`src/rtl/forwarded_clock_tx_pkg.sv`:
```
// rtl/forwarded_clock_tx_pkg.sv - shared types and widths for the forwarded clock transmitter
package fwd_clk_pkg;

    typedef enum logic [1:0] {IDLE, ARM, RUN, DRAIN} state_t;

    localparam int CNT_W  = $clog2(256);
    localparam int HOLD_W = 8;

    // (cnt - ph) mod div, for cnt and ph both already below div
    function automatic logic [CNT_W-1:0] phase_diff(
        input logic [CNT_W-1:0] cnt,
        input logic [CNT_W-1:0] ph,
        input logic [CNT_W:0]   div
    );
        logic [CNT_W:0] diff;
        if (cnt >= ph)
            diff = {1'b0, cnt} - {1'b0, ph};
        else
            diff = {1'b0, cnt} + div - {1'b0, ph};
        return diff[CNT_W-1:0];
    endfunction

endpackage

```
`src/rtl/forwarded_clock_tx_if.sv`:
```
// rtl/forwarded_clock_tx_if.sv - control and DDR-data bundle of the forwarded clock transmitter
interface forwarded_clock_tx_if;

    logic       enable_i;
    logic [7:0] phase_i;
    logic       half_i;
    logic       oddr_d1_o;
    logic       oddr_d2_o;
    logic       sync_o;
    logic       running_o;
    logic       stopped_o;

    modport master (
        output enable_i, phase_i, half_i,
        input  oddr_d1_o, oddr_d2_o, sync_o, running_o, stopped_o
    );

    modport slave (
        input  enable_i, phase_i, half_i,
        output oddr_d1_o, oddr_d2_o, sync_o, running_o, stopped_o
    );

endinterface

```
`src/rtl/forwarded_clock_oddr.sv`:
```
// rtl/forwarded_clock_oddr.sv - DDR output stage and pin buffer for the forwarded clock
module forwarded_clock_oddr #(
    parameter string DEVICE   = "7SERIES",
    parameter bit    DIFF_OUT = 1'b1
) (
    input  logic clk,
    input  logic rst_n,
    input  logic d1,
    input  logic d2,
    output logic pin_p,
    output logic pin_n
);

    logic d1_r;
    logic d2_r;
    logic d2_f;
    logic q;

    always_ff @(posedge clk or negedge rst_n) begin
        if (!rst_n) begin
            d1_r <= 1'b0;
            d2_r <= 1'b0;
        end else begin
            d1_r <= d1;
            d2_r <= d2;
        end
    end

    generate
        if (DEVICE == "SPARTAN6") begin : g_oddr2
            // ODDR2 with C0 alignment: second phase clocked by the inverted clock
            logic clk_n;
            assign clk_n = ~clk;
            always_ff @(posedge clk_n or negedge rst_n) begin
                if (!rst_n) d2_f <= 1'b0;
                else        d2_f <= d2_r;
            end
        end else begin : g_oddr
            always_ff @(negedge clk or negedge rst_n) begin
                if (!rst_n) d2_f <= 1'b0;
                else        d2_f <= d2_r;
            end
        end
    endgenerate

    assign q = clk ? d1_r : d2_f;

    generate
        if (DIFF_OUT) begin : g_obufds
            assign pin_p = q;
            assign pin_n = ~q;
        end else begin : g_obuf
            assign pin_p = q;
            assign pin_n = 1'b0;
        end
    endgenerate

endmodule

```
`src/rtl/forwarded_clock_tx_core.sv`:
```
// rtl/forwarded_clock_tx_core.sv - reference counter and start/stop FSM producing registered D1/D2 and sync
module forwarded_clock_tx_core
    import fwd_clk_pkg::*;
#(
    parameter int DIV       = 4,
    parameter int STOP_HOLD = 16
) (
    input  logic       clk,
    input  logic       rst_n,
    input  logic       enable_i,
    input  logic [7:0] phase_i,
    input  logic       half_i,
    output logic       oddr_d1_o,
    output logic       oddr_d2_o,
    output logic       sync_o,
    output logic       running_o,
    output logic       stopped_o
);

    localparam logic [CNT_W:0]    DIV_W     = (CNT_W+1)'(DIV);
    localparam logic [CNT_W-1:0]  LAST      = CNT_W'(DIV - 1);
    localparam logic [CNT_W-1:0]  HALF      = CNT_W'(DIV / 2);
    localparam logic [CNT_W-1:0]  HALF_LAST = CNT_W'(DIV / 2 - 1);
    localparam logic [HOLD_W-1:0] HOLD_LAST = HOLD_W'(STOP_HOLD - 1);

    state_t              state;
    state_t              state_nx;
    logic [CNT_W-1:0]    ref_cnt;
    logic [CNT_W-1:0]    ph_q;
    logic [CNT_W-1:0]    ph_mod;
    logic [CNT_W-1:0]    pos;
    logic [HOLD_W-1:0]   hold_cnt;
    logic                half_q;
    logic                lvl;
    logic                lvl_q;
    logic                capture;

    assign ph_mod = CNT_W'({1'b0, phase_i} % DIV_W);
    assign pos    = phase_diff(ref_cnt, ph_q, DIV_W);

    always_comb begin
        state_nx = state;
        lvl      = 1'b0;
        capture  = 1'b0;
        case (state)
            IDLE: begin
                if (enable_i) begin
                    capture  = 1'b1;
                    state_nx = ARM;
                end
            end
            // leave ARM on the last count so RUN opens on pos 0
            ARM: begin
                if (!enable_i)
                    state_nx = IDLE;
                else if (pos == LAST)
                    state_nx = RUN;
            end
            RUN: begin
                lvl = (pos < HALF);
                if (!enable_i && pos == HALF_LAST)
                    state_nx = DRAIN;
            end
            DRAIN: begin
                if (hold_cnt == HOLD_LAST)
                    state_nx = IDLE;
            end
            default: state_nx = IDLE;
        endcase
    end

    always_ff @(posedge clk or negedge rst_n) begin
        if (!rst_n) begin
            state     <= IDLE;
            ref_cnt   <= '0;
            hold_cnt  <= '0;
            ph_q      <= '0;
            half_q    <= 1'b0;
            lvl_q     <= 1'b0;
            oddr_d1_o <= 1'b0;
            oddr_d2_o <= 1'b0;
            sync_o    <= 1'b0;
            running_o <= 1'b0;
            stopped_o <= 1'b1;
        end else begin
            state    <= state_nx;
            ref_cnt  <= (ref_cnt == LAST) ? '0 : ref_cnt + 1'b1;
            hold_cnt <= (state == DRAIN && state_nx == DRAIN) ? hold_cnt + 1'b1 : '0;
            if (capture) begin
                ph_q   <= ph_mod;
                half_q <= half_i;
            end
            lvl_q     <= lvl;
            // half-cycle delay: D1 carries last cycle's level, D2 the current one
            oddr_d1_o <= half_q ? lvl_q : lvl;
            oddr_d2_o <= lvl;
            sync_o    <= (state == RUN) && (pos == '0);
            running_o <= (state == RUN);
            stopped_o <= (state == IDLE);
        end
    end

endmodule

```
`src/rtl/forwarded_clock_tx.sv`:
```
// rtl/forwarded_clock_tx.sv - forwarded clock transmitter top: core FSM plus DDR pin stage
module forwarded_clock_tx #(
    parameter int    DIV       = 4,
    parameter int    STOP_HOLD = 16,
    parameter string DEVICE    = "7SERIES",
    parameter bit    DIFF_OUT  = 1'b1
) (
    input  logic                 clk,
    input  logic                 rst_n,
    forwarded_clock_tx_if.slave  bus,
    output logic                 fwd_clk_p,
    output logic                 fwd_clk_n
);

    logic d1;
    logic d2;

    forwarded_clock_tx_core #(
        .DIV       (DIV),
        .STOP_HOLD (STOP_HOLD)
    ) u_core (
        .clk       (clk),
        .rst_n     (rst_n),
        .enable_i  (bus.enable_i),
        .phase_i   (bus.phase_i),
        .half_i    (bus.half_i),
        .oddr_d1_o (d1),
        .oddr_d2_o (d2),
        .sync_o    (bus.sync_o),
        .running_o (bus.running_o),
        .stopped_o (bus.stopped_o)
    );

    assign bus.oddr_d1_o = d1;
    assign bus.oddr_d2_o = d2;

    forwarded_clock_oddr #(
        .DEVICE   (DEVICE),
        .DIFF_OUT (DIFF_OUT)
    ) u_oddr (
        .clk   (clk),
        .rst_n (rst_n),
        .d1    (d1),
        .d2    (d2),
        .pin_p (fwd_clk_p),
        .pin_n (fwd_clk_n)
    );

endmodule

```
`src/flat_wrapper.sv`:
```
// flat-port wrapper written by rule: the top's interface ports become plain ports
module forwarded_clock_tx_flat 
#(
    parameter int    DIV       = 4,
    parameter int    STOP_HOLD = 16,
    parameter string DEVICE    = "       ",
    parameter bit    DIFF_OUT  = 1'b1
)
  (clk, rst_n, fwd_clk_p, fwd_clk_n, bus_enable_i, bus_phase_i, bus_half_i, bus_oddr_d1_o, bus_oddr_d2_o, bus_sync_o, bus_running_o, bus_stopped_o);
  forwarded_clock_tx_if bus_i ();
  input  logic clk;
  input  logic rst_n;
  output logic fwd_clk_p;
  output logic fwd_clk_n;
  input wire logic [$bits(bus_i.enable_i)-1:0] bus_enable_i;
  input wire logic [$bits(bus_i.phase_i)-1:0] bus_phase_i;
  input wire logic [$bits(bus_i.half_i)-1:0] bus_half_i;
  output wire logic [$bits(bus_i.oddr_d1_o)-1:0] bus_oddr_d1_o;
  output wire logic [$bits(bus_i.oddr_d2_o)-1:0] bus_oddr_d2_o;
  output wire logic [$bits(bus_i.sync_o)-1:0] bus_sync_o;
  output wire logic [$bits(bus_i.running_o)-1:0] bus_running_o;
  output wire logic [$bits(bus_i.stopped_o)-1:0] bus_stopped_o;
  assign bus_i.enable_i = bus_enable_i;
  assign bus_i.phase_i = bus_phase_i;
  assign bus_i.half_i = bus_half_i;
  assign bus_oddr_d1_o = bus_i.oddr_d1_o;
  assign bus_oddr_d2_o = bus_i.oddr_d2_o;
  assign bus_sync_o = bus_i.sync_o;
  assign bus_running_o = bus_i.running_o;
  assign bus_stopped_o = bus_i.stopped_o;
  forwarded_clock_tx #(.DIV(DIV), .STOP_HOLD(STOP_HOLD), .DEVICE(DEVICE), .DIFF_OUT(DIFF_OUT)) u_core (.clk(clk), .rst_n(rst_n), .bus(bus_i), .fwd_clk_p(fwd_clk_p), .fwd_clk_n(fwd_clk_n));
endmodule
```
`config.mk`:
```
export PLATFORM = sky130hd
export DESIGN_NAME = forwarded_clock_tx_flat
export DESIGN_NICKNAME = d
export VERILOG_FILES = /design/src/rtl/forwarded_clock_tx_pkg.sv /design/src/rtl/forwarded_clock_tx_if.sv /design/src/rtl/forwarded_clock_oddr.sv /design/src/rtl/forwarded_clock_tx_core.sv /design/src/rtl/forwarded_clock_tx.sv /design/src/flat_wrapper.sv
export SDC_FILE = /design/constraint.sdc
export NUM_CORES = 1
export LEC_CHECK = 0
export ABC_CLOCK_PERIOD_IN_PS = 3100
export CELL_PAD_IN_SITES_DETAIL_PLACEMENT = 1
export CELL_PAD_IN_SITES_GLOBAL_PLACEMENT = 1
export CORE_ASPECT_RATIO = 0.9
export CORE_MARGIN = 3
export CORE_UTILIZATION = 44
export CTS_CLUSTER_DIAMETER = 150
export DETAILED_ROUTE_END_ITERATION = 10
export PLACE_DENSITY_LB_ADDON = 0.3
export SETUP_SLACK_MARGIN = 0.2
export SYNTH_ARGS = -nofsm -noshare
export SYNTH_HDL_FRONTEND = slang
export SYNTH_SLANG_ARGS = --single-unit
```
`constraint.sdc`:
```
create_clock -name clk -period 3.1 [get_ports clk]
set_clock_uncertainty 0.05 [all_clocks]
set_input_delay 0.93 -clock clk [delete_from_list [all_inputs] [get_ports clk]]
set_output_delay 0.93 -clock clk [all_outputs]
set_load 0.01 [all_outputs]
```
Word level (Yosys, flattened, before mapping):

Cells that the tools add are included.

* word-level logic and storage cells: 49
* bits of input ports: 12
* output and inout port bits: 7
* register bits: 29

* reductions and logical operators: 6
* equality and inequality tests: 8
* muxes and demuxes: 14
* $lt $le $gt $ge: 2
* bitwise logic cells: 1
* $add $sub $neg: 5

Operator list (number)
* 8-bit two-way mux: 3
* 8-bit by 1-bit adder with 8-bit output, second input constant: 2
* 8-bit by 2-bit equality test with 1-bit output, second input constant: 2
* 8-bit by 2-bit subtractor with 8-bit output: 2
* 2-bit two-way mux: 5
* 8-bit by 3-bit adder with 8-bit output, second input constant: 1
* 8-bit by 1-bit equality test with 1-bit output, second input constant: 1
* 8-bit by 4-bit equality test with 1-bit output, second input constant: 1
* 8-bit by 2-bit greater-or-equal comparator with 1-bit output: 1
* 8-bit zero test: 1
* 8-bit by 2-bit less-than comparator with 1-bit output, second input constant: 1
* 2-bit case mux with 4 select lines: 1
* 2-bit equality test, second input constant: 3
* 1-bit two-way mux: 5
* 1-bit logical AND: 3
* 2-bit by 1-bit equality test with 1-bit output, second input constant: 1
* 2-bit zero test: 1
* 1-bit zero test: 1
* 1-bit NOT: 1

Longest topological paths before layout:

* word-level depth: 10
* mapped depth: 12

By module:

From an unflattened synthesis, not the netlist that was laid out.

* cell total of the unflattened synthesis: 184
* area total of the unflattened synthesis: 1849.3 um^2

Modules (own cells, without submodules)
* forwarded_clock_tx_core: cells an instance 179, times used 1, area each 1749.2 um^2
* forwarded_clock_oddr: cells an instance 5, times used 1, area each 100.1 um^2

==> results by group <==
Status
  • Status: finished with violations
  • Failing checks: setup timing

Power
  • Pwr dens: 687 mW/mm^2
  • Static leakage: roughly 0.0012 uW
  • Worst VDD drop: roughly 0.00028 V

Logic synthesis
  • Post-Synth XOR/XNOR Area: under 10%
  • Unique cell type count in the Yosys netlist: between 40 and 50
  • Netlist area before placement: roughly 0.0019 sq mm
  • Adder-Cell Fraction of Synth Area: between 10% and 20%
  • Post-synth EDFFs: 0
  • Combinational family with the most area after synthesis: simple AND/OR/NAND/NOR gates
  • #FFs+latches synth: 29
  • Main synth FF type: dfrtp_1
  • Compound-cell area share of the yosys netlist: approximately an eighth
  • Mux contribution to synthesized area: between 2 and 2.5%
  • Async set or reset register ratio after synthesis: 100%
  • Post-Synth Simple-Gate Area: 20.8%
  • Ys Warns: 0
  • Avg Inst Size Synth: ~9.8 sq um
  • Synthesized instance count: roughly 190
  • Mapped Nets: between 200 and 250
  • Sequential fraction of the synthesis area: between 30% and 40%

GRT
  • Vias in the first global route: roughly 1800
  • First-pass GRT wire length: 8.43 mm
  • Antenna violations before repair: 0
  • Largest net degree at the start of global routing: 29
  • Total grt overflow: 0
  • GRT Util Overall: 23.9%

Cells and area
  • Commonest non-fill, non-tap cell in the layout: dfrtp_1
  • Fraction of layout instances using a drive strength above 1: a little over a quarter
  • Final Core Density: roughly 66%
  • Inserted Diodes: 0
  • Nets: 273
  • Area growth syn-to-layout: 36.7%
  • Commonest non-fill, non-tap cells in the layout: 27 x dfrtp_1, 22 x nor2_1, 19 x buf_4

Hold path
  • Worst hold path type: reg2reg

Worst setup path
  • CP peak stage delay: roughly 330 ps
  • Worst-path cell chain: mux2i_2, clkbuf_8, buf_8, buf_8, inv_2, buf_6
  • Critical path's most frequent cell: buf_8
  • Arrival @ worst endpoint: between 2000 and 3000 ps
  • CP max stage cell: dfrtn_1
  • Crit Path Max Fanout: 2
  • Critical Path RT: 2120 ps
  • Critical Path Start Type: register
  • Worst setup path class: reg2out
  • Crit end category: output pin
  • Reg2reg setup slack: ~200 ps

STA
  • Final TNS setup: -1670 ps
  • Final Hold Viols: 0
  • Slew @ Worst Pin: around 520 ps
  • Final setup fails: 2
  • Rel. slew slack: between 60% and 70%
  • Min setup slack post-route: -875 ps
  • RSZ-0062 raised after global routing: true
  • Final Max Tran Viols: 0

Detailed routing
  • Iter 0 DRT Violations: between 90 and 100
  • Remaining antenna violation count: 0
  • Pre-antenna DRT Iters: 4
  • Post-route DRC: 0
  • DR vias: around 1600
  • DRT Wirelength: about 5.9 mm
  • Via-to-Cell Ratio: roughly 5.7
  • DR WL/cell: ~21 um

Place
  • IO Port Bufs: 12
  • RD Place Congestion: around 0.84
  • Post-DP HPWL: around 3.3 mm

Clock tree
  • Clk Latency, worst-skew pair: ~400 ps
  • Worst-path clk slew: 60 ps
  • Hold_buf cts: 0
  • CTS tree: yes

Die
  • Core Region: between 0.003 and 0.004 sq mm
  • Initial Util: about half
  • Vert. Die Dim: slightly below 70 um
  • Die ar.: 0.00506 sq mm
  • Row cnt: 21
  • Die width: between 70 and 80 um
  • I/O Pins: 19

Flow run
  • Max-cap violations: 0
worst max-delay path, delay by kind of cell, from the launching register on:
| kind | cells | cell delay, ps |
|---|---|---|
| muxes | 1 | 210 |
| buffers and inverters | 5 | 490 |
| DFF | 1 | 330 |
report_power, final:
group | total (uW) | switching [uW] | leakage [uW] | internal, uW
combinational | 563 | 301 | 0.000640 | 261
clock | 702 | 227 | 0.000166 | 475
sequential | 488 | 49.1 | 0.000387 | 439
path summary, 6_finish.rpt:
| path | startpoint | cells past startpoint | to |
|---|---|---|---|
| setup / recovery | u_core.u_oddr.d2_f$_DFF_NN0_ | 6 | fwd_clk_p |
| hold / removal | u_core.u_core.oddr_d1_o$_DFF_PN0_ | 0 | u_core.u_oddr.d1_r$_DFF_PN0_ |
| setup reg to reg | u_core.u_core.ref_cnt[0]$_DFF_PN0_ | 13 | u_core.u_core.state[0]$_DFF_PN0_ |
| hold reg to reg | u_core.u_core.oddr_d1_o$_DFF_PN0_ | 0 | u_core.u_oddr.d1_r$_DFF_PN0_ |
| max in group asynchronous | rst_n | 1 | u_core.u_oddr.d2_f$_DFF_NN0_ |
| min in group asynchronous | rst_n | 2 | u_core.u_core.half_q$_DFFE_PN0P_ |
through the flow:
step	setup slack [ps]	hold WS (ps)	cell area (sq um)	total power (uW)	cells
finish	-875	334	2550	1750	285
global route	-918	363	2550	1840	285
CTS	-893	349	2460	1650	279
detailed placement	-447	312	2100	923	256
global placement	-448	312	2100	896	256
floorplan	-83.3	366	1870	761	191
cell families after synthesis:
family	after synthesis
compound gates	32
xor+xnor	10
fa+ha+maj	23
buf+inv	22
flops	29
mux	4
simple gates	71
routing by layer:
metal | up-vias | global-route usage, % | part of all wire (%)
li1 | 753 | - | -
met1 | 812 | 24.7 | 42
met2 | 51 | 38.9 | 50
met3 | 21 | 8.48 | 4.9
met4 | 0 | 19.3 | 3.7
met5 | - | 0 | 0
synthesized netlist by cell type, types with 2 or more instances:
master	count	area share [%]
o21ai_0	8	2.1
inv_1	20	4.0
xor2_1	3	1.4
ha_1	21	14
xnor2_1	7	3.3
nor3_1	2	0.54
nand4_1	3	1.0
fa_1	2	2.1
o211ai_1	2	0.80
a31oi_1	2	0.67
dfrtp_1	27	36
or3_1	2	0.67
nand2b_1	5	1.7
nand3_1	6	1.6
nand2_1	10	2.0
and3_1	2	0.67
mux2_2	3	1.8
nor2b_1	6	2.0
a21oi_1	6	1.6
a41oi_1	2	0.94
nor2_1	23	4.6
a211oi_1	2	0.80
area by class of cell:
| class | count | area (sq um) |
|---|---|---|
| flip-flops and latches | 29 | 727 |
| multi-input cells | 140 | 1150 |
| fillers | 413 | 1340 |
| inverters | 19 | 71.3 |
| clock buffers | 21 | 273 |
| repair buffers | 28 | 235 |
| clock inverters | 2 | 33.8 |
| well taps | 46 | 57.6 |
registers in the layout (all words and copies together) (netlist names):
signal	count
u_core.u_core.oddr_d1_o	1
u_core.u_oddr.d2_r	1
u_core.u_core.hold_cnt	8
u_core.u_oddr.d2_f	1
u_core.u_core.ph_q	2
u_core.u_core.lvl_q	1
u_core.u_core.stopped_o	1
u_core.u_core.sync_o	1
u_core.u_core.state	2
u_core.u_core.running_o	1
u_core.u_oddr.d1_r	1
u_core.u_core.ref_cnt	8
u_core.u_core.half_q	1
what timing repair did:
action                     CTS  global route
gates resized for setup     22            11
setup endpoints to repair    7             7
setup buffers                4             6
pin swaps                    6             7
Note: power is estimated with default switching activity, not from simulation.
